## config.mk

```make
export PLATFORM = sky130hd
export DESIGN_NAME = mem_port_arbiter
export DESIGN_NICKNAME = d
export VERILOG_FILES = /design/src/rtl/mem_port_arbiter.sv
export SDC_FILE = /design/constraint.sdc
export NUM_CORES = 1
export LEC_CHECK = 0
export BUFFER_PORTS_ARGS = -buffer_cell sky130_fd_sc_hd__buf_2
export CORE_MARGIN = 1.5
export CORE_UTILIZATION = 44
export DETAILED_ROUTE_END_ITERATION = 7
export PLACE_DENSITY = 0.91
export SYNTH_ARGS = -nofsm -noshare
export SYNTH_HDL_FRONTEND = slang
export SYNTH_SLANG_ARGS = --single-unit
```

## constraint.sdc

```tcl
create_clock -name clock -period 2.21 [get_ports clock]
set_clock_uncertainty 0.15 [all_clocks]
set_input_delay 0.3315 -clock clock [delete_from_list [all_inputs] [get_ports clock]]
set_output_delay 0.3315 -clock clock [all_outputs]
set_load 0.05 [all_outputs]
```

## src/rtl/mem_port_arbiter.sv

```systemverilog
// mem_port_arbiter: shares one single-port unified memory between the
// instruction-fetch port and the data (MEM-stage) port. Only one transaction
// is outstanding at a time. Data normally wins arbitration. A fetch that has
// lost MAX_WAIT arbitration rounds in a row gets priority on the next round.
//
// state | meaning
// IDLE  | no transaction outstanding; ready outputs may grant one request
// BUSY  | mem_req held with latched addr/we/wdata until mem_ack
module mem_port_arbiter #(
    parameter int MAX_WAIT = 4
) (
    input  logic        clock,
    input  logic        reset_n,

    input  logic        i_valid,
    output logic        i_ready,
    input  logic [31:0] i_addr,
    output logic        i_rsp_valid,

    input  logic        d_valid,
    output logic        d_ready,
    input  logic [31:0] d_addr,
    input  logic        d_we,
    input  logic [31:0] d_wdata,
    output logic        d_rsp_valid,

    output logic [31:0] rsp_rdata,

    output logic        mem_req,
    output logic [29:0] mem_addr,
    output logic        mem_we,
    output logic [31:0] mem_wdata,
    input  logic        mem_ack,
    input  logic [31:0] mem_rdata,

    output logic        owner
);

    localparam int CW = $clog2(MAX_WAIT + 1);
    localparam logic [CW-1:0] MAX_CNT = CW'(MAX_WAIT);

    typedef enum logic {
        IDLE = 1'b0,
        BUSY = 1'b1
    } state_t;

    state_t        state;
    logic [CW-1:0] starve_cnt;
    logic          fetch_prio;

    // Byte-offset bits are deliberately dropped; addresses are word indices.
    logic unused_addr_bits;
    assign unused_addr_bits = ^{i_addr[1:0], d_addr[1:0]};

    assign fetch_prio = i_valid && (starve_cnt == MAX_CNT);
    assign d_ready    = (state == IDLE) && d_valid && !fetch_prio;
    assign i_ready    = (state == IDLE) && i_valid && (!d_valid || fetch_prio);

    // Main FSM: accept one request in IDLE, hold it in BUSY, pulse the response.
    always_ff @(posedge clock or negedge reset_n) begin
        if (!reset_n) begin
            state       <= IDLE;
            mem_req     <= 1'b0;
            mem_addr    <= '0;
            mem_we      <= 1'b0;
            mem_wdata   <= '0;
            i_rsp_valid <= 1'b0;
            d_rsp_valid <= 1'b0;
            rsp_rdata   <= '0;
            owner       <= 1'b0;
        end else begin
            i_rsp_valid <= 1'b0;
            d_rsp_valid <= 1'b0;
            case (state)
                IDLE: begin
                    if (d_ready) begin
                        mem_addr  <= d_addr[31:2];
                        mem_we    <= d_we;
                        mem_wdata <= d_wdata;
                        owner     <= 1'b1;
                        mem_req   <= 1'b1;
                        state     <= BUSY;
                    end else if (i_ready) begin
                        mem_addr  <= i_addr[31:2];
                        mem_we    <= 1'b0;
                        mem_wdata <= '0;
                        owner     <= 1'b0;
                        mem_req   <= 1'b1;
                        state     <= BUSY;
                    end
                end
                BUSY: begin
                    if (mem_ack) begin
                        mem_req     <= 1'b0;
                        state       <= IDLE;
                        i_rsp_valid <= ~owner;
                        d_rsp_valid <= owner;
                        rsp_rdata   <= mem_we ? 32'h0 : mem_rdata;
                    end
                end
            endcase
        end
    end

    // Starvation counter: counts arbitration rounds a pending fetch loses to
    // data. It only advances in IDLE, so it measures lost grants rather than
    // raw cycles, and it holds while another transaction is in flight.
    always_ff @(posedge clock or negedge reset_n) begin
        if (!reset_n) begin
            starve_cnt <= '0;
        end else if (!i_valid || i_ready) begin
            starve_cnt <= '0;
        end else if ((state == IDLE) && (starve_cnt != MAX_CNT)) begin
            starve_cnt <= starve_cnt + 1'b1;
        end
    end

endmodule
```

# Word level (Yosys, flattened, before mapping)
# Index checks and enable logic that the tools add are counted.
[totals]
word_cells = 55
regBits = 103
output_inout_bits = 101
inputBits = 134
[classes]
muxes = 22
n_reduce_logical = 16
n_bitwise = 2
eq_ne = 4
addsub = 1
[op_table]
columns = ["operator", "count"]
rows = [
  ["32-bit 2-to-1 mux", 3],
  ["30-bit 2-to-1 mux", 2],
  ["1-bit 2-to-1 mux", 13],
  ["1-bit logical AND", 6],
  ["3-bit 2-to-1 mux", 2],
  ["3-bit != test, second input constant", 2],
  ["2-bit AND reduction", 3],
  ["1-bit case mux with 2 select lines", 2],
  ["2-bit nonzero test", 2],
  ["3-bit by 1-bit adder with 3-bit output, second input constant", 1],
  ["3-bit equality test, second input constant", 1],
  ["1-bit zero test", 3],
  ["1-bit logical OR", 2],
  ["2-bit != test, second input constant", 1],
  ["1-bit NOT", 2],
]

# Logic depth before layout (Yosys ltp)
# Gate-level depths: netlist (run 1).
[logic_depth]
depth_word = 7
mapped_depth = 6
depth_no_buf = 5

# Worst setup path after synthesis (run 1)
# No wires, ideal clock.
[synth_timing]
path_kind = "register -> output"
start = "register starve_cnt[0]"
end = "output d_ready"
setup_slack_ns = 0.410
required_time_ns = 1.729
stages_incl_launch_ff = 6
arrival_ns = 1.318
path_buffers = 2
path_cell_list = "dfrtp_1 inv_1 ha_1 a311oi_2 buf_6 buf_4"
[synth_between]
elab_chain_cells = 4
[synth_lines]
columns = ["element", "line", "text"]
rows = [
  ["start: declaration", "48", "logic [CW-1:0] starve_cnt;"],
  ["start signal: assignment", "114", "starve_cnt <= starve_cnt + 1'b1;"],
  ["3-bit equality test", "55", "assign fetch_prio = i_valid && (starve_cnt == MAX_CNT);"],
  ["1-bit logical AND", "55", ""],
  ["1-bit zero test", "56", "assign d_ready = (state == IDLE) && d_valid && !fetch_prio;"],
  ["1-bit logical AND", "56", ""],
  ["end: declaration", "21", "output logic d_ready,"],
]
# Every way passes these cells.

# Final worst setup path (run 1)
[layout_timing]
start = "register starve_cnt[1]"
end = "output i_ready"
[layout_between]
elab_chain_cells = 4
[layout_lines]
columns = ["element", "line", "text"]
rows = [
  ["3-bit equality test", "55", ""],
  ["1-bit logical AND", "55", ""],
  ["1-bit logical OR", "57", "assign i_ready = (state == IDLE) && i_valid && (!d_valid || fetch_prio);"],
  ["1-bit logical AND", "57", ""],
  ["end: declaration", "16", "output logic i_ready,"],
]
# Every way passes these cells.

==> reports/metrics.yaml, run 1 <==
grt_use_met3: 0.0430
setup.worst_path.end_class: "primary output"
start_kind: "register"
period_needed_ns: 2.11
grt_pass1_wl_um: 17000
maxSlewHeadroom: 0.372
first_pass_iters: 6
grt_overflow_total: 0
fin_total_pwr_mw: 6.18
grt_max_degree: 66
die_w_um: 100
synth_area_leaders: "dfrtp_1 62%, a221o_1 7.2%, a22o_1 6.9%"
drt_wl_total_um: 11300
htreeDepth: 3
crit_required_ns: 1.73
layout_worst_path_cycle_share: 0.954
boundaryPins: 235
diodes: 0
cp_cell_sequence: "inv_1 -> ha_2 -> a21boi_2 -> nor2_4 -> buf_12 -> buf_6"
drive_above_1_share: 0.457
final_cell_mix: "227 x buf_2, 103 x dfrtp_1, 38 x nand2_1"
clkLatencyLatePin_ns: 0.37
slew_violations: 0
critPathKind: "register to primary output"
netlist-cell-type-count: 28
area_delta_synth_final_pct: 37.9
gp_congestion: 0.790
max_clock_freq_ghz: 0.474
initial_core_util: 0.452
wl_per_cell_um: 15.9
clk_path_buf_depth: 2
grt_pass1_vias: 3514
numPortBuffers: 230
drv_cap: 0
max_stage_delay_ns: 0.41
ant_nets: 0
core_sq_um: 9240
synth_top_cell_area_share: 0.617
grtUsageTotal: 0.218
finalSetupViolations: 0
ys_seq_area_frac: 0.617
worst-path-max-fanout: 16
path_delay_family: "flip-flops"
fp.dieH_um: 100
fin_setup_tns_ns: 0
ys_ff_latch: 103
p_per_area_nw_per_um2: 1070
synth_ff_type: "dfrtp_1"
met2_usage: 0.381
cp.buffers_inverters: 3
grt.busiest_layer: "met2"
rr_worst_depth: 7
layout.nets: 711
yosys_warnings: 0
vdd_drop_max_v: 0.000591
final_hold_viol_count: 0
tritoncts: "built"
ys_async_sr_fraction: 1.00
syn_area_per_cell_sq_um: 12.0
die_area_sq_um: 10100
synth_fp_nets: 484
slowest_stage: "dfrtp_1"
drtIter0Drc: 162
cts.sinks: 103
via_count: 3637
p_leak_nw: 3.06
worstPathArrival_ns: 1.63
fillers: 762
drc_errors: 0
mostFrequentLayoutCell: "buf_2"
dp_hpwl_um: 8120
syn_area_sq_um: 4180
cts-buffers-inserted: 9
antenna_found_initial: 0
use_met1: 0.266
cts-root-buf: "clkbuf_8"
hold_depth: 2
hold_path_class: "primary input to register"
fp-row-count: 35
worstMarginPinSlew_ns: 0.940
path_depth: 6
synth-edff-count: 0
status: "finished clean"
synth_top_area_cell: "dfrtp_1"
clk_pin_slew_worst_paths_ns: 0.12
syn_inst: 348
grt_setup_unrepaired: "no"
vias_per_cell: 5.13
[stage by stage]
stage	cells	utilization	area, sq um	worst slack, ns	hold slack (ns)
2_1_floorplan	348	-	4180	0.410	-0.114
3_3_place_gp	689	0.592	5470	0.278	0.179
3_5_place_dp	689	0.592	5470	0.179	0.184
4_1_cts	707	0.622	5750	0.0153	0.00570
5_1_grt	709	0.624	5760	0.00876	0.00143
6_report	709	0.624	5760	0.102	0.0277
[sequential cells by signal (all words and copies together), names as in the netlist]
signal       count
mem_wdata       32
owner            1
i_rsp_valid      1
state            1
mem_req          1
rsp_rdata       32
d_rsp_valid      1
starve_cnt       3
mem_we           1
mem_addr        30
[cells in the mapped netlist (2+ instances only)]
library cell / instances
nand2b_1: 33
buf_4: 3
a22o_1: 33
dfrtp_1: 103
o21ai_0: 14
and2_0: 3
ha_1: 2
nor2_1: 3
o21ai_1: 19
inv_1: 2
clkbuf_1: 10
nand2_1: 39
buf_1: 2
buf_2: 9
a221o_1: 30
buf_6: 3
a21boi_0: 2
and2_1: 27
nor3b_1: 2
[final cells by class]
cell class                 instances  area [sq um]  area share
clock buffer                       9           124      0.0215
clock inverter                     7          97.6      0.0169
inverter                           3          11.3     0.00195
multi-input combinational        215          1470       0.255
sequential                       103          2580       0.447
tap                              129           161      0.0280
timing repair buffer             243          1330       0.230
[logic make-up (layout without fill, tap and decap cells)]
| group | after synthesis | after routing | share of synthesized area |
|---|---|---|---|
| DFF | 103 | 103 | 0.617 |
| AOI/OAI and AO/OA | 104 | 104 | 0.201 |
| adders and majority gates | 2 | 2 | 0.00599 |
| buffers and inverters | 30 | 262 | 0.0377 |
| and+or+nand+nor | 109 | 109 | 0.139 |
[per-layer routing]
metal	vias to the layer above	part of all wire
li1	1687	-
met1	1737	0.41
met2	191	0.49
met3	22	0.073
met4	0	0.020
met5	-	0
[where the power goes]
| part | switching [mW] | leakage [nW] | internal (mW) |
|---|---|---|---|
| Combinational | 1.80 | 1.65 | 0.668 |
| Clock | 0.719 | 0.113 | 0.564 |
| Sequential | 0.200 | 1.30 | 2.23 |
| Total | 2.72 | 3.06 | 3.46 |
[timing repair]
| action | in CTS | in global routing |
|---|---|---|
| pin swaps | 1 | 1 |
| setup endpoints to repair | 2 | 2 |
| hold buffers | 1 | 0 |
| setup buffers | 0 | 2 |
| cloned | 1 | 0 |
| endpoints found under the hold margin | 38 | 0 |
| gates resized for setup | 5 | 0 |
[final timing paths]
check / from / end / slack, ns
hold / removal: d_wdata[23] / mem_wdata[23] / 0.03
min in group asynchronous: reset_n / rsp_rdata[17] / 0.31
setup / recovery: starve_cnt[1] / i_ready / 0.10
max in group asynchronous: reset_n / mem_addr[6] / 0.92
setup reg to reg: starve_cnt[1] / mem_addr[27] / 0.30
hold reg to reg: owner / i_rsp_valid / 0.32
No activity file was read; power rests on OpenSTA's default activity.
==> inputs of run 2 (changes only) <==
--- a/config.mk
+++ b/config.mk
@@ -9,6 +9,7 @@
 export CORE_MARGIN = 1.5
 export CORE_UTILIZATION = 44
 export DETAILED_ROUTE_END_ITERATION = 7
+export MAX_ROUTING_LAYER = met4
 export PLACE_DENSITY = 0.91
 export SYNTH_ARGS = -nofsm -noshare
 export SYNTH_HDL_FRONTEND = slang
==> reports/metrics.yaml, run 2 (synthesized netlist as in run 1, its figures left out) <==
p_per_area_nw_per_um2: 1070  # about the same
core_sq_um: 9240  # unchanged
fillers: 759  # was 762
grt_pass1_wl_um: 17000  # about the same
ant_nets: 0  # unchanged
fin_setup_tns_ns: 0  # unchanged
mostFrequentLayoutCell: "buf_2"  # unchanged
first_pass_iters: 7  # was 6
finalSetupViolations: 0  # unchanged
cts.sinks: 103  # unchanged
slew_violations: 0  # unchanged
initial_core_util: 0.452  # unchanged
max_stage_delay_ns: 0.41  # about the same
grtUsageTotal: 0.224  # was 0.218
drt_wl_total_um: 11300  # about the same
numPortBuffers: 230  # unchanged
cts-buffers-inserted: 9  # unchanged
vdd_drop_max_v: 0.000591  # about the same
crit_end: "i_ready"  # unchanged
cp_cell_sequence: "inv_1 -> ha_2 -> a21boi_2 -> nor2_4 -> buf_12 -> buf_6"  # unchanged
rr_worst_depth: 7  # unchanged
dpl.cell_count: 689  # unchanged
area_delta_synth_final_pct: 38.2  # was 37.9%
top_regs: "mem_wdata: 32 flops, rsp_rdata: 32 flops, mem_addr: 30 flops"  # unchanged
final_hold_viol_count: 0  # unchanged
worstReg2RegStart: "starve_cnt[1]"  # unchanged
worst-path-max-fanout: 16  # unchanged
die_area_sq_um: 10100  # unchanged
clk_pin_slew_worst_paths_ns: 0.12  # about the same
rrSetupSlack_ns: 0.31  # was 0.30 ns
dp_hpwl_um: 8120  # unchanged
die_w_um: 100  # unchanged
status: "finished clean"  # unchanged
r2r-end: "mem_addr[27]"  # unchanged
final_cell_mix: "227 x buf_2, 103 x dfrtp_1, 38 x nand2_1"  # unchanged
fp.dieH_um: 100  # unchanged
grt_pass1_vias: 3524  # was 3,514
fp-row-count: 35  # unchanged
grt_setup_unrepaired: "no"  # unchanged
crit_required_ns: 1.73  # about the same
min_from: "d_wdata[29]"  # was d_wdata[23]
maxSlewHeadroom: 0.368  # was 0.372
whs_ns: 0.0272  # was 0.0277 ns
start_kind: "register"  # unchanged
final_area_sq_um: 5770  # was 5760 sq um
layout.nets: 712  # was 711
instances_no_fill: 710  # was 709
period_needed_ns: 2.10  # was 2.11 ns
path_depth: 6  # unchanged
cts-root-buf: "clkbuf_8"  # unchanged
via_count: 3625  # was 3,637
cp.buffers_inverters: 3  # unchanged
path_delay_family: "flip-flops"  # unchanged
worstPathArrival_ns: 1.62  # was 1.63 ns
gp_congestion: 0.801  # was 0.790
setup.worst_path.end_class: "primary output"  # unchanged
drive_above_1_share: 0.456  # was 0.457
startpoint: "starve_cnt[1]"  # unchanged
drc_errors: 0  # unchanged
p_leak_nw: 3.07  # was 3.06 nW
grt_max_degree: 66  # unchanged
layout_worst_path_cycle_share: 0.952  # was 0.954
worstMarginPinSlew_ns: 0.945  # was 0.940 ns
vias_per_cell: 5.11  # was 5.13
grt_overflow_total: 0  # unchanged
clk_path_buf_depth: 2  # unchanged
boundaryPins: 235  # unchanged
drv_cap: 0  # unchanged
antenna_found_initial: 0  # unchanged
wl_per_cell_um: 15.9  # about the same
post_dp_cell_area_sq_um: 5470  # unchanged
htreeDepth: 3  # unchanged
drtIter0Drc: 161  # was 162
clkLatencyLatePin_ns: 0.37  # about the same
tritoncts: "built"  # unchanged
hold_path_class: "primary input to register"  # unchanged
diodes: 0  # unchanged
slowest_stage: "dfrtp_1"  # unchanged
max_clock_freq_ghz: 0.475  # was 0.474 GHz
critPathKind: "register to primary output"  # unchanged
-- run 2: worst register-to-register path: cells and delay by family, from the launching register on --
family / cells / cell delay, ns
buffers and inverters: 3 / 0.47
AND/OR/NAND/NOR: 1 / 0.08
adder cells (fa/ha/maj): 1 / 0.20
flip-flops: 1 / 0.38
AO/OA/AOI/OAI: 2 / 0.53
-- run 2: routing by layer --
| layer | track usage | routed length [um] | up-vias |
|---|---|---|---|
| met3 | 0.0395 | 786 | 21 |
| li1 | - | - | 1688 |
| met2 | 0.380 | 5550 | 186 |
| met1 | 0.268 | 4740 | 1730 |
| met5 | - | 0 | - |
| met4 | 0.0856 | 241 | 0 |
-- run 2: final cells by class --
class | instances | area, sq um | share of cell area
timing repair buffer | 244 | 1340 | 0.231
inverter | 3 | 11.3 | 0.00195
sequential | 103 | 2580 | 0.446
clock buffer | 9 | 124 | 0.0215
clock inverter | 7 | 97.6 | 0.0169
tap | 129 | 161 | 0.0280
multi-input combinational | 215 | 1470 | 0.254
-- run 2: worst min-delay path by stage --
stage / endpoint / slack (ns) / cells after the start
2_1_floorplan: d_rsp_valid / -0.11 / 0
3_3_place_gp: rsp_rdata[16] / 0.18 / 1
3_5_place_dp: rsp_rdata[17] / 0.18 / 1
4_1_cts: mem_wdata[28] / 0.006 / 2
5_1_grt: mem_wdata[24] / 0.005 / 2
6_report: mem_wdata[29] / 0.03 / 2
-- run 2: power by group --
part           switching (mW)  total [mW]  internal (mW)
logic                    1.80        2.47          0.669
clock network           0.722        1.29          0.564
registers               0.200        2.43           2.23
-- run 2: per-stage QoR --
step,util,power (mW),setup WS (ns)
final,0.625,6.18,0.107
after global routing,0.625,6.46,0.00875
after CTS,0.622,6.22,0.0153
after detailed placement,0.592,4.92,0.179
after global placement,0.592,4.85,0.278
after floorplan,-,4.22,0.410
-- run 2: what timing repair did --
item / CTS / global route
gates cloned: 1 / 0
endpoints found under the hold margin: 38 / 1
setup buffers: 0 / 2
resized for setup: 5 / 0
hold buffers: 1 / 1
endpoints found under the setup margin: 2 / 2
pin swaps: 1 / 1
==> inputs of run 3 (changes only) <==
--- a/config.mk
+++ b/config.mk
@@ -7,10 +7,10 @@
 export LEC_CHECK = 0
 export BUFFER_PORTS_ARGS = -buffer_cell sky130_fd_sc_hd__buf_2
 export CORE_MARGIN = 1.5
-export CORE_UTILIZATION = 44
+export CORE_UTILIZATION = 48
 export DETAILED_ROUTE_END_ITERATION = 7
 export MAX_ROUTING_LAYER = met4
-export PLACE_DENSITY = 0.91
+export PLACE_DENSITY = 0.95
 export SYNTH_ARGS = -nofsm -noshare
 export SYNTH_HDL_FRONTEND = slang
 export SYNTH_SLANG_ARGS = --single-unit
==> constraint.sdc (replaced) <==
create_clock -name clock -period 2.6 [get_ports clock]
set_clock_uncertainty 0.15 [all_clocks]
set_input_delay 0.39 -clock clock [delete_from_list [all_inputs] [get_ports clock]]
set_output_delay 0.39 -clock clock [all_outputs]
set_load 0.05 [all_outputs]
==> reports/metrics.yaml, run 3 (synthesized netlist as in run 1, its figures left out) <==
fillers: 614  # was 759
mostFrequentLayoutCell: "buf_2"  # unchanged
vias_per_cell: 5.33  # was 5.11
cts.sinks: 103  # unchanged
grtUsageTotal: 0.243  # was 0.224
ant_nets: 0  # unchanged
drc_errors: 0  # unchanged
p_clk_frac: 0.185  # was 0.208
boundaryPins: 235  # unchanged
rr_worst_depth: 5  # was 7
grt_pass1_vias: 3402  # was 3,524
numPortBuffers: 230  # unchanged
grt_max_degree: 49  # was 66
pre_cts_ws_ns: 0.557  # was 0.179 ns
slowest_stage: "dfrtp_1"  # unchanged
wl_per_cell_um: 16.4  # was 15.9 um
gp_congestion: 0.764  # was 0.801
tritoncts: "built"  # unchanged
top_regs: "mem_wdata: 32 flops, rsp_rdata: 32 flops, mem_addr: 30 flops"  # unchanged
swShare: 0.446  # was 0.440
clk_path_buf_depth: 2  # unchanged
status: "finished clean"  # unchanged
cts-buffers-inserted: 9  # unchanged
vdd_drop_max_v: 0.000501  # was 0.000591 V
via_count: 3623  # was 3,625
grt_setup_unrepaired: "no"  # unchanged
die_area_sq_um: 9270  # was 10,100 sq um
final_hold_viol_count: 0  # unchanged
htreeDepth: 3  # unchanged
critPathKind: "register to primary output"  # unchanged
drive_above_1_share: 0.450  # was 0.456
clkLatencyLatePin_ns: 0.36  # was 0.37 ns
cts-root-buf: "clkbuf_8"  # unchanged
slew_violations: 0  # unchanged
p_per_area_nw_per_um2: 907  # was 1070 nW/um^2
fp-row-count: 33  # was 35
finalSetupViolations: 0  # unchanged
instances_no_fill: 680  # was 710
core_sq_um: 8340  # was 9240 sq um
max_stage_delay_ns: 0.41  # about the same
p_leak_nw: 3.01  # was 3.07 nW
first_pass_iters: 4  # was 7
period_needed_ns: 2.25
start_kind: "register"  # unchanged
diodes: 0  # unchanged
final_cell_mix: "229 x buf_2, 103 x dfrtp_1, 38 x nand2_1"  # was 227 x buf_2, 103 x dfrtp_1, 38 x nand2_1
hold_depth: 2  # unchanged
worstPathArrival_ns: 1.71  # was 1.62 ns
grt_pass1_wl_um: 16400  # was 17,000 um
layout.nets: 706  # was 712
hold_path_class: "primary input to register"  # unchanged
cts_resized: 0  # was 5
drt_wl_total_um: 11200  # was 11,300 um
drv_cap: 0  # unchanged
seqPwrFrac: 0.409  # was 0.393
crit_required_ns: 2.06  # was 1.73 ns
clk_pin_slew_worst_paths_ns: 0.11  # was 0.12 ns
combPwrFrac: 0.406  # was 0.399
setup_ws_ns: 0.345  # was 0.107 ns
cp_cell_sequence: "inv_1 -> ha_1 -> a311oi_4 -> buf_2"  # was inv_1 -> ha_2 -> a21boi_2 -> nor2_4 -> buf_12 -> buf_6
grt_overflow_total: 0  # unchanged
layout_worst_path_cycle_share: 0.867
final_util: 0.673  # was 0.625
dpl.cell_count: 663  # was 689
worst-path-max-fanout: 4  # was 16
drtIter0Drc: 183  # was 161
die_w_um: 96.3  # was 100 um
antenna_found_initial: 0  # unchanged
max_clock_freq_ghz: 0.443
maxSlewHeadroom: 0.413  # was 0.368
fin_setup_tns_ns: 0  # unchanged
dp_hpwl_um: 8420  # was 8120 um
p_sw_mw: 2.27  # was 2.72 mW
area_delta_synth_final_pct: 34.3  # was 38.2%
initial_core_util: 0.501  # was 0.452
setup.worst_path.end_class: "primary output"  # unchanged
worstMarginPinSlew_ns: 0.878  # was 0.945 ns
fp.dieH_um: 96.3  # was 100 um
intPower_mw: 2.82  # was 3.47 mW
[run 3: changes by cell type in the layout (fill, tap and decap cells not counted), sizes merged]
cell,before,now
buf,241,237
bufbuf,1,0
bufinv,1,0
clkinv,2,5
dlygate4sd3,2,1
inv,7,5
[run 3: layout make-up]
class / count / area (sq um) / share of cell area
clock buffers: 9 / 124 / 0.0221
repair buffers: 238 / 1240 / 0.221
inverters: 3 / 11.3 / 0.00201
multi-input cells: 215 / 1460 / 0.260
clock inverters: 7 / 67.6 / 0.0120
flip-flops and latches: 103 / 2580 / 0.459
well taps: 105 / 131 / 0.0234
[run 3: critical path: cells and delay by family, from the launching register on]
family	cells	cell delay, ns
buffers and inverters	2	0.40
AO/OA/AOI/OAI	1	0.30
flip-flops	1	0.41
adder cells (fa/ha/maj)	1	0.26
[run 3: worst paths after layout]
check	from	end	slack (ns)
min reg2reg	owner	i_rsp_valid	0.33
max reg2reg	starve_cnt[0]	mem_wdata[15]	0.70
max	starve_cnt[0]	d_ready	0.35
max in group asynchronous	reset_n	mem_addr[6]	1.27
min in group asynchronous	reset_n	rsp_rdata[22]	0.35
min	d_wdata[26]	mem_wdata[26]	0.09
[run 3: stage by stage]
step | hold WS (ns) | power (mW) | instance area [sq um]
2_1_floorplan | -0.0556 | 3.59 | 4180
3_3_place_gp | 0.205 | 4.13 | 5410
3_5_place_dp | 0.202 | 4.19 | 5410
4_1_cts | 0.0739 | 5.13 | 5610
5_1_grt | 0.0606 | 5.35 | 5610
6_report | 0.0937 | 5.09 | 5610
[run 3: metal layers]
metal	track usage	part of all wire
met5	-	0
met3	0.0490	0.083
met1	0.295	0.40
met2	0.403	0.50
met4	0.0906	0.019
[run 3: timing repair]
| item | CTS | global route |
|---|---|---|
| buffers inserted | 0 | 0 |
| hold buffers | 1 | 0 |
| endpoints found under the hold margin | 31 | 0 |
[run 3: power groups by stage]
| stage | clock network (mW) | logic (mW) | registers, mW |
|---|---|---|---|
| floorplan | 0 | 0.454 | 3.14 |
| global placement | 0 | 2.04 | 2.09 |
| detailed placement | 0 | 2.08 | 2.11 |
| CTS | 0.969 | 2.08 | 2.08 |
| global route | 1.05 | 2.17 | 2.12 |
| finish | 0.942 | 2.07 | 2.08 |
